### config.mk
export PLATFORM = sky130hd
export DESIGN_NAME = carpark_gate_sched
export DESIGN_NICKNAME = d
export VERILOG_FILES = /design/src/rtl/carpark_pkg.sv /design/src/rtl/carpark_occ_counter.sv /design/src/rtl/carpark_gate_sched.sv
export SDC_FILE = /design/constraint.sdc
export NUM_CORES = 1
export LEC_CHECK = 0
export ABC_AREA = 1
export BUFFER_PORTS_ARGS = -buffer_cell sky130_fd_sc_hd__buf_2
export CAP_MARGIN = 20
export CELL_PAD_IN_SITES_DETAIL_PLACEMENT = 1
export CELL_PAD_IN_SITES_GLOBAL_PLACEMENT = 1
export CORE_MARGIN = 2
export CORE_UTILIZATION = 43
export CTS_BUF_LIST = sky130_fd_sc_hd__clkbuf_4 sky130_fd_sc_hd__clkbuf_8 sky130_fd_sc_hd__clkbuf_16
export DETAILED_ROUTE_END_ITERATION = 16
export PLACE_DENSITY = 0.8
export SYNTH_ARGS = -nofsm -noshare
export SYNTH_HDL_FRONTEND = slang
export SYNTH_SLANG_ARGS = --single-unit
### constraint.sdc
create_clock -name clk -period 2.74 [get_ports clk]
set_clock_uncertainty 0.15 [all_clocks]
set_input_delay 0.411 -clock clk [delete_from_list [all_inputs] [get_ports clk]]
set_output_delay 0.411 -clock clk [all_outputs]
set_load 0.03 [all_outputs]
### src/rtl/carpark_pkg.sv
// Shared types and default sizing for the car park gate scheduler.
package carpark_pkg;

  typedef enum logic [1:0] {
    IDLE  = 2'd0,
    AUTH  = 2'd1,
    OPEN  = 2'd2,
    CLOSE = 2'd3
  } state_e;

  typedef enum logic {
    LANE_ENTRY = 1'b0,
    LANE_EXIT  = 1'b1
  } lane_e;

  localparam int unsigned CAPACITY_DEF     = 8;
  localparam int unsigned CNT_W_DEF        = 4;
  localparam int unsigned AUTH_TIMEOUT_DEF = 16;
  localparam int unsigned PASS_TIMEOUT_DEF = 32;

endpackage

### src/rtl/carpark_occ_counter.sv
// Up/down occupancy register with full/empty flags registered alongside the count.
module carpark_occ_counter
  import carpark_pkg::*;
#(
  parameter int unsigned CAPACITY = CAPACITY_DEF,
  parameter int unsigned CNT_W    = CNT_W_DEF
) (
  input  logic             clk,
  input  logic             rst,
  input  logic             inc,
  input  logic             dec,
  output logic [CNT_W-1:0] occupancy,
  output logic             full,
  output logic             empty
);

  localparam logic [CNT_W-1:0] CAP = CNT_W'(CAPACITY);

  logic [CNT_W-1:0] occ_nxt_c;

  // Bounds are also guarded here so a stray pulse can never wrap the count.
  always_comb begin
    occ_nxt_c = occupancy;
    if (inc && !dec && (occupancy != CAP)) begin
      occ_nxt_c = occupancy + CNT_W'(1);
    end else if (dec && !inc && (occupancy != '0)) begin
      occ_nxt_c = occupancy - CNT_W'(1);
    end
  end

  always_ff @(posedge clk) begin
    if (rst) begin
      occupancy <= '0;
      full      <= 1'b0;
      empty     <= 1'b1;
    end else begin
      occupancy <= occ_nxt_c;
      full      <= (occ_nxt_c == CAP);
      empty     <= (occ_nxt_c == '0);
    end
  end

endmodule

### src/rtl/carpark_gate_sched.sv
// Shared entrance/exit barrier scheduler: arbitration, auth, open, pass, close.
// Define CARPARK_RR_ARB_EN for round-robin arbitration; default is exit-first priority.
module carpark_gate_sched
  import carpark_pkg::*;
#(
  parameter int unsigned CAPACITY     = CAPACITY_DEF,
  parameter int unsigned CNT_W        = CNT_W_DEF,
  parameter int unsigned AUTH_TIMEOUT = AUTH_TIMEOUT_DEF,
  parameter int unsigned PASS_TIMEOUT = PASS_TIMEOUT_DEF
) (
  input  logic             clk,
  input  logic             rst,
  input  logic             entry_req,
  input  logic             exit_req,
  input  logic             pw_valid,
  input  logic             pw_ok,
  input  logic             pass_sensor,
  output logic             auth_start,
  output logic             gate_open,
  output logic             grant_entry,
  output logic             grant_exit,
  output logic [CNT_W-1:0] occupancy,
  output logic             full,
  output logic             empty,
  output logic             alarm
);

  localparam int unsigned MAX_TO = (AUTH_TIMEOUT > PASS_TIMEOUT) ? AUTH_TIMEOUT : PASS_TIMEOUT;
  localparam int unsigned WAIT_W = $clog2(MAX_TO) + 1;
  localparam logic [WAIT_W-1:0] AUTH_LAST = WAIT_W'(AUTH_TIMEOUT - 1);
  localparam logic [WAIT_W-1:0] PASS_LAST = WAIT_W'(PASS_TIMEOUT - 1);

  state_e            state;
  logic [WAIT_W-1:0] wait_cnt;
  logic              pass_q;
`ifdef CARPARK_RR_ARB_EN
  lane_e             rr_last;
`endif

  logic elig_entry_c;
  logic elig_exit_c;
  logic pick_entry_c;
  logic pass_rise_c;
  logic inc_c;
  logic dec_c;

  assign elig_entry_c = entry_req & ~full;
  assign elig_exit_c  = exit_req & ~empty;
`ifdef CARPARK_RR_ARB_EN
  // On contention the lane not served last wins.
  assign pick_entry_c = elig_entry_c & (~elig_exit_c | (rr_last == LANE_EXIT));
`else
  // On contention exit wins so space is freed first.
  assign pick_entry_c = elig_entry_c & ~elig_exit_c;
`endif

  assign pass_rise_c = pass_sensor & ~pass_q;
  assign inc_c       = (state == OPEN) & pass_rise_c & grant_entry;
  assign dec_c       = (state == OPEN) & pass_rise_c & grant_exit;

  carpark_occ_counter #(
    .CAPACITY (CAPACITY),
    .CNT_W    (CNT_W)
  ) u_occ (
    .clk       (clk),
    .rst       (rst),
    .inc       (inc_c),
    .dec       (dec_c),
    .occupancy (occupancy),
    .full      (full),
    .empty     (empty)
  );

  always_ff @(posedge clk) begin
    if (rst) begin
      state       <= IDLE;
      wait_cnt    <= '0;
      pass_q      <= 1'b0;
      auth_start  <= 1'b0;
      gate_open   <= 1'b0;
      grant_entry <= 1'b0;
      grant_exit  <= 1'b0;
      alarm       <= 1'b0;
`ifdef CARPARK_RR_ARB_EN
      rr_last     <= LANE_EXIT;
`endif
    end else begin
      pass_q     <= pass_sensor;
      auth_start <= 1'b0;
      case (state)
        IDLE: begin
          if (pick_entry_c) begin
            state       <= AUTH;
            auth_start  <= 1'b1;
            grant_entry <= 1'b1;
            alarm       <= 1'b0;
            wait_cnt    <= '0;
`ifdef CARPARK_RR_ARB_EN
            rr_last     <= LANE_ENTRY;
`endif
          end else if (elig_exit_c) begin
            state      <= OPEN;
            gate_open  <= 1'b1;
            grant_exit <= 1'b1;
            alarm      <= 1'b0;
            wait_cnt   <= '0;
`ifdef CARPARK_RR_ARB_EN
            rr_last    <= LANE_EXIT;
`endif
          end
        end
        AUTH: begin
          // A password result beats the timeout landing in the same cycle.
          if (pw_valid && pw_ok) begin
            state     <= OPEN;
            gate_open <= 1'b1;
            wait_cnt  <= '0;
          end else if (pw_valid || (wait_cnt == AUTH_LAST)) begin
            state       <= IDLE;
            alarm       <= 1'b1;
            grant_entry <= 1'b0;
            wait_cnt    <= '0;
          end else begin
            wait_cnt <= wait_cnt + WAIT_W'(1);
          end
        end
        OPEN: begin
          // After the pass timeout the gate stays open and waits for the car.
          if (pass_rise_c) begin
            state     <= CLOSE;
            gate_open <= 1'b0;
            wait_cnt  <= '0;
          end else if (wait_cnt == PASS_LAST) begin
            alarm <= 1'b1;
          end else begin
            wait_cnt <= wait_cnt + WAIT_W'(1);
          end
        end
        CLOSE: begin
          state       <= IDLE;
          grant_entry <= 1'b0;
          grant_exit  <= 1'b0;
        end
        default: begin
          state <= IDLE;
        end
      endcase
    end
  end

endmodule

==> results.rst, run 1 <==
.. list-table::
   :header-rows: 1

   * - Metric
     - Value
   * - Post-CTS Hold Buffers
     - 0
   * - Placed wire-length estimate after detailed placement
     - 2685 µm
   * - Post-route antenna net violation count
     - 0
   * - Critical path's most frequent cell
     - sky130_fd_sc_hd__nand2_2
   * - Via count of the first global-routing pass
     - 1328
   * - Run status
     - completed
   * - Worst endpoint data arrival time
     - 2.09 ns
   * - Crit-path slowest cell
     - sky130_fd_sc_hd__dfxtp_1
   * - Leading area contributor after synthesis
     - sky130_fd_sc_hd__dfxtp_1
   * - Router iterations before antenna repair
     - 4
   * - Synth-to-Final Area Change
     - 10.38%
   * - # port buffers
     - 17
   * - Global-route usage over all layers
     - 20.89%
   * - Cell-by-cell listing of the critical path
     - inv_1, ha_1, nand3_2, nor2_4, nand2_2, nand2_2, nand2_2, nand2_2, nand2_2, nor2_1, nand2_1, nand2_1
   * - # fillers
     - 421
   * - Max FO, Critical Path
     - 6
   * - Origin of the critical flop-to-flop path
     - state[0]
   * - Share of the synthesized area in the top cell type
     - 30.19%
   * - Synth Area per Inst
     - 6.732 µm²
   * - Aggregate global routing overflow
     - 0
   * - Critical setup path kind
     - reg2reg
   * - Number of vias per cell
     - 5.165
   * - Final wirelength
     - 3247 µm
   * - Hold WS
     - 0.2358 ns
   * - Root Buffer
     - sky130_fd_sc_hd__clkbuf_4
   * - Total power
     - 1.086 mW
   * - Number of DRC violations after detailed routing
     - 0
   * - Worst voltage drop across the vdd grid
     - 0.4704 mV
   * - Clock net sink count
     - 20
   * - Ports
     - 18
   * - Dominant register cell in the synthesized netlist
     - sky130_fd_sc_hd__dfxtp_1
   * - Tightest Hold Check Type
     - in2reg
   * - Reported leakage power
     - 0.7350 nW
   * - Area of the placeable core
     - 3003 µm²
   * - Routed vias
     - 1281
   * - Post-synthesis net count
     - 214
   * - Portion of the clock cycle consumed by the worst path in the final layout
     - 73.17%
   * - Longest Clk Path Bufs
     - 2
   * - Setup TNS
     - 0 ns
   * - TritonCTS clock tree
     - built
   * - Pwr Density
     - 741.8 nW/µm²
   * - Number of antenna violations at the first check in global routing
     - 0
   * - Cell count after synthesis
     - 197
   * - Number of max-slew violations in the final report
     - 0
   * - Floorplan die width
     - 59.54 µm
   * - GPL Wtd Cong
     - 0.8333
   * - Total clock buffers created by CTS
     - 3
   * - Remaining max-slew budget at the tightest pin
     - 76.77%
   * - Launching element type of the critical path
     - flop
   * - Floorplan row count
     - 20
   * - Final #Nets
     - 234
   * - Beginning of the worst hold path
     - rst
   * - Clock latency reported for the late side of the worst-skew pair
     - 0.30 ns
   * - Main area contributors after synthesis
     - sky130_fd_sc_hd__dfxtp_1 30%, sky130_fd_sc_hd__nand2_1 14%, sky130_fd_sc_hd__ha_1 9.4%
   * - Max-Cap Viols
     - 0
   * - Ys async rst share
     - 0%
   * - Max stage delay on crit path
     - 0.36 ns
   * - Maximum number of pins on one net before global-route repair
     - 11
   * - RSZ-0062 raised after global routing
     - no
   * - Number of enable-type register cells in the synthesized netlist
     - 0
   * - Required time at the worst-slack endpoint
     - 2.83 ns
   * - Critical path capture point type
     - flop
   * - Util after Layout
     - 48.75%
   * - Summed instance area of the synthesized netlist
     - 1326 µm²
   * - Average routed wire per standard cell
     - 13.09 µm
   * - Die boundary height
     - 59.54 µm
   * - Transition at the pin with the smallest max-transition slack
     - 0.3457 ns
   * - Hold violation count in the final report
     - 0
   * - Global-route wire length before repair
     - 5699 µm
   * - CTS H-Tree Depth
     - 1
   * - Post-CTS resize count
     - 0
   * - Achievable clock frequency
     - 498.8 MHz
   * - Die Area
     - 3544 µm²
   * - Post-CTS setup repair buffer count
     - 0
   * - Share of layout cells above drive strength 1
     - 20.93%
   * - #FFs+latches synth
     - 20
   * - Synth Warn #
     - 0
   * - Crit. Startpoint
     - state[0]
   * - Crit path time final
     - 2.005 ns
   * - Proportion of synthesized chip area in sequential cells
     - 30.19%
   * - Antenna fix cells
     - 0
   * - Library cells used by synthesis
     - 25
   * - Clock slew seen by the registers of the worst setup and hold paths
     - 0.12 ns
   * - Total setup violations reported at the end of the flow
     - 0
   * - First-iteration detailed-routing DRC count
     - 21
   * - Initial cell density of the core
     - 44.17%
## cell usage in the layout, fill, tap and decap left out, types with 2 or more instances in the layout
cell                        n
sky130_fd_sc_hd__nand2_2    7
sky130_fd_sc_hd__xor2_1     3
sky130_fd_sc_hd__ha_1      10
sky130_fd_sc_hd__nand3_2    3
sky130_fd_sc_hd__a21oi_1   10
sky130_fd_sc_hd__nand2_1   48
sky130_fd_sc_hd__o21ai_0    4
sky130_fd_sc_hd__nor2_2     5
sky130_fd_sc_hd__o21ai_1    2
sky130_fd_sc_hd__inv_2      5
sky130_fd_sc_hd__clkbuf_4   3
sky130_fd_sc_hd__nor2_4     2
sky130_fd_sc_hd__nand3_1   21
sky130_fd_sc_hd__nor3_1     2
sky130_fd_sc_hd__nor2_1    20
sky130_fd_sc_hd__dfxtp_1   20
sky130_fd_sc_hd__buf_2     17
sky130_fd_sc_hd__inv_1     26
## report_power, final
part | switching (mW) | total [mW] | internal (mW)
logic | 0.382 | 0.563 | 0.182
clock network | 0.0887 | 0.140 | 0.0511
registers | 0.0412 | 0.383 | 0.342
total | 0.511 | 1.09 | 0.574
## synth_stat cells (2+ instances only)
cell type and n:
sky130_fd_sc_hd__nand3_2 3, sky130_fd_sc_hd__nand3_1 21, sky130_fd_sc_hd__nand2_1 48, sky130_fd_sc_hd__nor2_2 5
sky130_fd_sc_hd__xor2_1 3, sky130_fd_sc_hd__ha_1 10, sky130_fd_sc_hd__nor2_1 20, sky130_fd_sc_hd__a21oi_1 10
sky130_fd_sc_hd__o21ai_1 2, sky130_fd_sc_hd__o21ai_0 4, sky130_fd_sc_hd__dfxtp_1 20, sky130_fd_sc_hd__nor2_4 2
sky130_fd_sc_hd__inv_2 5, sky130_fd_sc_hd__nand2_2 7, sky130_fd_sc_hd__inv_1 26, sky130_fd_sc_hd__nor3_1 2
## per-stage QoR
stage,cells,setup WS [ns],area (µm²)
2_1_floorplan,197,0.9369,1326
3_3_place_gp,245,0.8812,1441
3_5_place_dp,245,0.7374,1441
4_1_cts,248,0.7090,1464
5_1_grt,248,0.5062,1464
6_report,248,0.7352,1464
## path summary, 6_finish.rpt
kind	to	slack, ns	cells after the start
worst min register to register	alarm	0.33	2
worst max-delay path	u_occ.empty	0.74	12
worst min-delay path	grant_entry	0.24	2
worst max register to register	u_occ.empty	0.74	12
## per-layer routing
layer  GRT usage [%]  routed length (µm)  share of wire (%)
met1           26.87                1495                 46
met2           37.52                1664                 51
met3           1.965                  66                2.0
met4           4.762                  19               0.59
met5               0                   0                  0
## registers in the layout, summed over array words and instances, names as in the netlist
| name | cells |
|---|---|
| u_occ.full | 1 |
| grant_exit | 1 |
| alarm | 1 |
| grant_entry | 1 |
| u_occ.occupancy | 4 |
| pass_q | 1 |
| gate_open | 1 |
| u_occ.empty | 1 |
| wait_cnt | 6 |
| state | 2 |
| auth_start | 1 |
## logic make-up after synthesis
logic type | Yosys count | share of synthesized area, %
flops | 20 | 30.19
compound gates | 20 | 9.152
simple gates | 110 | 39.34
xor+xnor | 3 | 1.981
buf+inv | 34 | 9.905
fa+ha+maj | 10 | 9.434
## worst max-delay path: cells and delay by family, from the launching register on
family                   cells  cell delay (ns)
adder cells (fa/ha/maj)      1             0.32
buffers and inverters        1             0.15
flip-flops                   1             0.36
AND/OR/NAND/NOR             10             0.95
## layout make-up
class	count	area (µm²)	area share [%]
multi-input cells	143	794.5	54.27
flip-flops and latches	20	400.4	27.35
inverters	32	120.1	8.205
repair buffers	17	85.08	5.812
well taps	33	41.29	2.821
clock buffers	3	22.52	1.538
Note: power is estimated with default switching activity, not from simulation.
==> run 2: changes to the inputs <==
Settings changed: ABC_AREA 1 to 0, PLACE_DENSITY 0.8 to 0.76.
Clock period 2.74 ns to 2 ns, I/O delays scaled along.
==> results.rst, run 2 <==
.. list-table::
   :header-rows: 1

   * - Metric
     - Value
   * - RSZ-0062 raised after global routing
     - yes
   * - Pwr Density
     - 1186 nW/µm²
   * - Final #Nets
     - 198
   * - Leading area contributor after synthesis
     - sky130_fd_sc_hd__dfxtp_1
   * - # fillers
     - 343
   * - Number of antenna violations at the first check in global routing
     - 0
   * - Remaining max-slew budget at the tightest pin
     - 67.92%
   * - Cell count after synthesis
     - 145
   * - Global-route usage over all layers
     - 22.56%
   * - #FFs+latches synth
     - 20
   * - Total power
     - 1.908 mW
   * - Share of the synthesized area in the top cell type
     - 30.80%
   * - Floorplan die width
     - 58.99 µm
   * - Floorplan row count
     - 19
   * - Tightest Hold Check Type
     - in2reg
   * - Routed vias
     - 1223
   * - Router iterations before antenna repair
     - 10
   * - Cells after DPL
     - 204
   * - Clock slew seen by the registers of the worst setup and hold paths
     - 0.11 ns
   * - Average routed wire per standard cell
     - 17.18 µm
   * - Worst endpoint data arrival time
     - 2.01 ns
   * - Total clock buffers created by CTS
     - 3
   * - Number of max-slew violations in the final report
     - 0
   * - Critical setup path kind
     - reg2reg
   * - Dominant register cell in the synthesized netlist
     - sky130_fd_sc_hd__dfxtp_1
   * - Max FO, Critical Path
     - 4
   * - Clock net sink count
     - 20
   * - Commonest cells in the synthesized netlist
     - 20 x sky130_fd_sc_hd__dfxtp_1, 13 x sky130_fd_sc_hd__nor2_1, 10 x sky130_fd_sc_hd__ha_1, 10 x sky130_fd_sc_hd__nand2_1, 8 x sky130_fd_sc_hd__a21oi_1
   * - Number of DRC violations after detailed routing
     - 2
   * - Synth-to-Final Area Change
     - 23.77%
   * - Library cells used by synthesis
     - 49
   * - Synth Area per Inst
     - 8.965 µm²
   * - Die boundary height
     - 58.99 µm
   * - GPL Wtd Cong
     - 0.8199
   * - Critical path capture point type
     - flop
   * - Reg with most FFs
     - wait_cnt
   * - Post-CTS Hold Buffers
     - 0
   * - Post-synthesis net count
     - 162
   * - Main area contributors after synthesis
     - sky130_fd_sc_hd__dfxtp_1 31%, sky130_fd_sc_hd__ha_1 9.6%, sky130_fd_sc_hd__nor2_1 3.8%
   * - Hold violation count in the final report
     - 0
   * - Global-route wire length before repair
     - 5934 µm
   * - Number of vias per cell
     - 5.796
   * - Initial cell density of the core
     - 46.34%
   * - Crit path time final
     - 1.953 ns
   * - Largest registers
     - wait_cnt x6, u_occ.occupancy x4, state x2
   * - Required time at the worst-slack endpoint
     - 2.06 ns
   * - Placed wire-length estimate after detailed placement
     - 2645 µm
   * - Hold WS
     - 0.1015 ns
   * - Failing checks
     - design-rule violations
   * - Run status
     - finished, violations left
   * - Setup TNS
     - 0 ns
   * - Number of enable-type register cells in the synthesized netlist
     - 0
   * - Summed instance area of the synthesized netlist
     - 1300 µm²
   * - First-iteration detailed-routing DRC count
     - 64
   * - Maximum number of pins on one net before global-route repair
     - 16
   * - Longest Clk Path Bufs
     - 2
   * - Portion of the clock cycle consumed by the worst path in the final layout
     - 97.65%
   * - Worst voltage drop across the vdd grid
     - 0.5417 mV
   * - Synth Warn #
     - 0
   * - TritonCTS clock tree
     - built
   * - Aggregate global routing overflow
     - 0
   * - Ports
     - 18
   * - Achievable clock frequency
     - 512.0 MHz
   * - Total setup violations reported at the end of the flow
     - 0
   * - Antenna fix cells
     - 0
   * - Transition at the pin with the smallest max-transition slack
     - 0.4691 ns
   * - Die Area
     - 3479 µm²
   * - Launching element type of the critical path
     - flop
   * - Count of non-filler cells in the finished layout
     - 211
   * - # port buffers
     - 17
   * - Post-route antenna net violation count
     - 0
   * - Final wirelength
     - 3624 µm
   * - Proportion of synthesized chip area in sequential cells
     - 30.80%
   * - CTS H-Tree Depth
     - 1
   * - Root Buffer
     - sky130_fd_sc_hd__clkbuf_4
   * - Flip-flop count of the largest register after layout
     - 6
   * - Via count of the first global-routing pass
     - 1247
   * - Minimum setup slack in the final design
     - 0.04695 ns
   * - Ys async rst share
     - 0%
   * - Clock latency reported for the late side of the worst-skew pair
     - 0.30 ns
   * - Most used cells in the layout excluding fill and tap cells
     - 17 x sky130_fd_sc_hd__dfxtp_1, 17 x sky130_fd_sc_hd__buf_2, 17 x sky130_fd_sc_hd__buf_4, 13 x sky130_fd_sc_hd__nor2_1, 10 x sky130_fd_sc_hd__nand2_1
   * - Post-placement setup slack
     - 0.002225 ns
   * - Share of layout cells above drive strength 1
     - 31.11%
   * - Max-Cap Viols
     - 0
   * - Most frequent cell after synthesis
     - sky130_fd_sc_hd__dfxtp_1
   * - Area of the placeable core
     - 2805 µm²
   * - Reported leakage power
     - 0.7111 nW
==> run 2: through the flow <==
stage,util (%),area [µm²]
final,57.36,1609
after global routing,57.36,1609
after CTS,55.93,1569
after detailed placement,53.66,1505
after global placement,53.66,1505
after floorplan,-,1303
==> run 2: power by group <==
group / internal (mW) / switching (mW)
clock: 0.203 / 0.128
sequential: 0.474 / 0.0557
combinational: 0.457 / 0.591
==> run 2: path summary, 6_finish.rpt <==
kind	from	end	slack, ns	depth (start not counted)
worst max register to register	u_occ.occupancy[1]	u_occ.empty	0.05	7
worst min-delay path	pass_sensor	pass_q	0.10	2
worst min register to register	alarm	alarm	0.36	2
worst max-delay path	u_occ.occupancy[1]	u_occ.empty	0.05	7
==> run 2: metal layers <==
metal	global-route usage, %	share of wire (%)	vias up
met1	30.88	48	601
met3	4.803	3.8	2
li1	-	-	596
met2	37.14	48	24
met5	0	0	-
met4	3.896	0.41	0
==> run 2: cells by family after synthesis <==
kind of cell / count (synthesis) / share of synthesized area (%)
mux: 4 / 3.080
fa+ha+maj: 10 / 9.625
flops: 20 / 30.80
xor+xnor: 9 / 6.063
compound gates: 31 / 17.13
buf+inv: 9 / 3.753
simple gates: 62 / 29.55
==> run 2: critical path, stage by stage, from the launching register on <==
cell                      delay, ns
sky130_fd_sc_hd__dfxtp_4       0.37
sky130_fd_sc_hd__inv_1         0.06
sky130_fd_sc_hd__ha_2          0.19
sky130_fd_sc_hd__nor2b_1       0.14
sky130_fd_sc_hd__or4_1         0.44
sky130_fd_sc_hd__o21ai_2       0.22
sky130_fd_sc_hd__xnor2_2       0.11
sky130_fd_sc_hd__a21o_1        0.17
==> run 2: cell type report <==
class	instances	area, µm²	area share [%]
well taps	31	38.79	2.411
flip-flops and latches	20	406.6	25.27
multi-input cells	116	875.8	54.43
repair buffers	34	212.7	13.22
inverters	6	22.52	1.400
clock inverters	1	30.03	1.866
clock buffers	3	22.52	1.400
==> run 2: what timing repair did <==
action | 4_1_cts | 5_1_grt
resized for setup | 2 | 8
endpoints found under the setup margin | 2 | 6
setup buffers | 0 | 3
pin swaps | 0 | 3
==> run 3: changes to the inputs <==
Settings changed: PLACE_DENSITY 0.76 to default, PLACE_DENSITY_LB_ADDON from default to 0.1.
==> results.rst, run 3 (same netlist as run 2, synthesis figures left out) <==
.. list-table::
   :header-rows: 1

   * - Metric
     - Value
   * - Die Area
     - 3479 µm²
   * - Register-to-register setup slack
     - 0.09 ns
   * - TritonCTS clock tree
     - built
   * - Clock net sink count
     - 20
   * - Max FO, Critical Path
     - 10
   * - CTS H-Tree Depth
     - 1
   * - Critical setup path kind
     - reg2reg
   * - Antenna fix cells
     - 0
   * - First-iteration detailed-routing DRC count
     - 65
   * - Number of antenna violations at the first check in global routing
     - 0
   * - Hold violation count in the final report
     - 0
   * - Via count of the first global-routing pass
     - 1209
   * - Clock slew seen by the registers of the worst setup and hold paths
     - 0.12 ns
   * - Aggregate global routing overflow
     - 0
   * - Largest registers
     - wait_cnt x6, u_occ.occupancy x4, state x2
   * - Die boundary height
     - 58.99 µm
   * - Final non-filler cell area
     - 1563 µm²
   * - Achievable clock frequency
     - 524.4 MHz
   * - GPL Wtd Cong
     - 0.9089
   * - Average routed wire per standard cell
     - 17.09 µm
   * - Floorplan row count
     - 19
   * - Placed wire-length estimate after detailed placement
     - 2591 µm
   * - Critical path capture point type
     - flop
   * - Synth-to-Final Area Change
     - 20.21%
   * - Required time at the worst-slack endpoint
     - 2.07 ns
   * - Reg with most FFs
     - wait_cnt
   * - Count of non-filler cells in the finished layout
     - 207
   * - Total setup violations reported at the end of the flow
     - 0
   * - Worst endpoint data arrival time
     - 1.98 ns
   * - Router iterations before antenna repair
     - 10
   * - Final wirelength
     - 3538 µm
   * - Post-route antenna net violation count
     - 0
   * - Number of vias per cell
     - 5.913
   * - Most used cells in the layout excluding fill and tap cells
     - 17 x sky130_fd_sc_hd__dfxtp_1, 17 x sky130_fd_sc_hd__buf_2, 14 x sky130_fd_sc_hd__buf_4, 13 x sky130_fd_sc_hd__nor2_1, 10 x sky130_fd_sc_hd__nand2_1
   * - Routed vias
     - 1224
   * - Longest Clk Path Bufs
     - 2
   * - Transition at the pin with the smallest max-transition slack
     - 0.4122 ns
   * - Crit path time final
     - 1.907 ns
   * - Post-CTS resize count
     - 0
   * - Cells after DPL
     - 204
   * - Area of the placeable core
     - 2805 µm²
   * - Total clock buffers created by CTS
     - 3
   * - Failing checks
     - design-rule violations
   * - Number of max-slew violations in the final report
     - 0
   * - Final #Nets
     - 195
   * - # port buffers
     - 17
   * - Global-route wire length before repair
     - 5796 µm
   * - Number of DRC violations after detailed routing
     - 1
   * - Reported leakage power
     - 0.6896 nW
   * - Max-Cap Viols
     - 0
   * - Launching element type of the critical path
     - flop
   * - Portion of the clock cycle consumed by the worst path in the final layout
     - 95.34%
   * - Share of layout cells above drive strength 1
     - 29.55%
   * - Worst voltage drop across the vdd grid
     - 0.4669 mV
   * - Post-CTS setup repair buffer count
     - 0
   * - Setup TNS
     - 0 ns
   * - Run status
     - finished, violations left
   * - Initial cell density of the core
     - 46.34%
   * - Util after Layout
     - 55.71%
   * - Flip-flop count of the largest register after layout
     - 6
   * - Floorplan die width
     - 58.99 µm
   * - Cell area after placement
     - 1505 µm²
   * - Clock latency reported for the late side of the worst-skew pair
     - 0.31 ns
   * - Ports
     - 18
   * - Global-route usage over all layers
     - 21.99%
   * - Tightest Hold Check Type
     - in2reg
   * - Maximum number of pins on one net before global-route repair
     - 16
   * - Remaining max-slew budget at the tightest pin
     - 72.48%
   * - Post-CTS Hold Buffers
     - 0
   * - Root Buffer
     - sky130_fd_sc_hd__clkbuf_4
   * - Pwr Density
     - 1120 nW/µm²
## run 3: layout make-up
| type | instances | area [µm²] |
|---|---|---|
| Clock buffer | 3 | 22.52 |
| Fill cell | 348 | 1242 |
| Inverter | 6 | 22.52 |
| Multi-Input combinational cell | 116 | 884.6 |
| Sequential cell | 20 | 404.1 |
| Tap cell | 31 | 38.79 |
| Timing Repair Buffer | 31 | 190.2 |
## run 3: power by group
group          internal [mW]  leakage, nW  switching, mW
Sequential             0.474        0.164         0.0517
Clock                 0.0703       0.0138          0.126
Combinational          0.446        0.511          0.583
## run 3: stage by stage
stage	power, mW	hold WS, ns	setup WS (ns)
floorplan	1.206	0.2190	0.006151
global placement	1.492	0.3260	0.08493
detailed placement	1.519	0.3361	0.06373
CTS	1.728	0.08657	0.04987
global route	1.892	0.1209	-0.006099
finish	1.750	0.1036	0.09320
## run 3: path summary, 6_finish.rpt
check / startpoint / end / cells past startpoint
worst max-delay path: u_occ.occupancy[3] / u_occ.empty / 5
worst min-delay path: pass_sensor / pass_q / 2
worst max register to register: u_occ.occupancy[3] / u_occ.empty / 5
worst min register to register: wait_cnt[1] / wait_cnt[1] / 2
## run 3: worst max-delay path, stage by stage, from the launching register on
cell and delay (ns):
sky130_fd_sc_hd__dfxtp_1 0.59, sky130_fd_sc_hd__and4bb_1 0.27, sky130_fd_sc_hd__nor4b_4 0.32, sky130_fd_sc_hd__o32a_1 0.25, sky130_fd_sc_hd__a211oi_2 0.05, sky130_fd_sc_hd__a21o_1 0.19
## run 3: metal layers
layer  GRT usage [%]  vias up  routed length [µm]
met5               0        -                   0
met4           8.766        0                  47
met3           3.275        4                 110
met2           34.13       24                1730
met1           30.59      601                1649
li1                -      595                   -
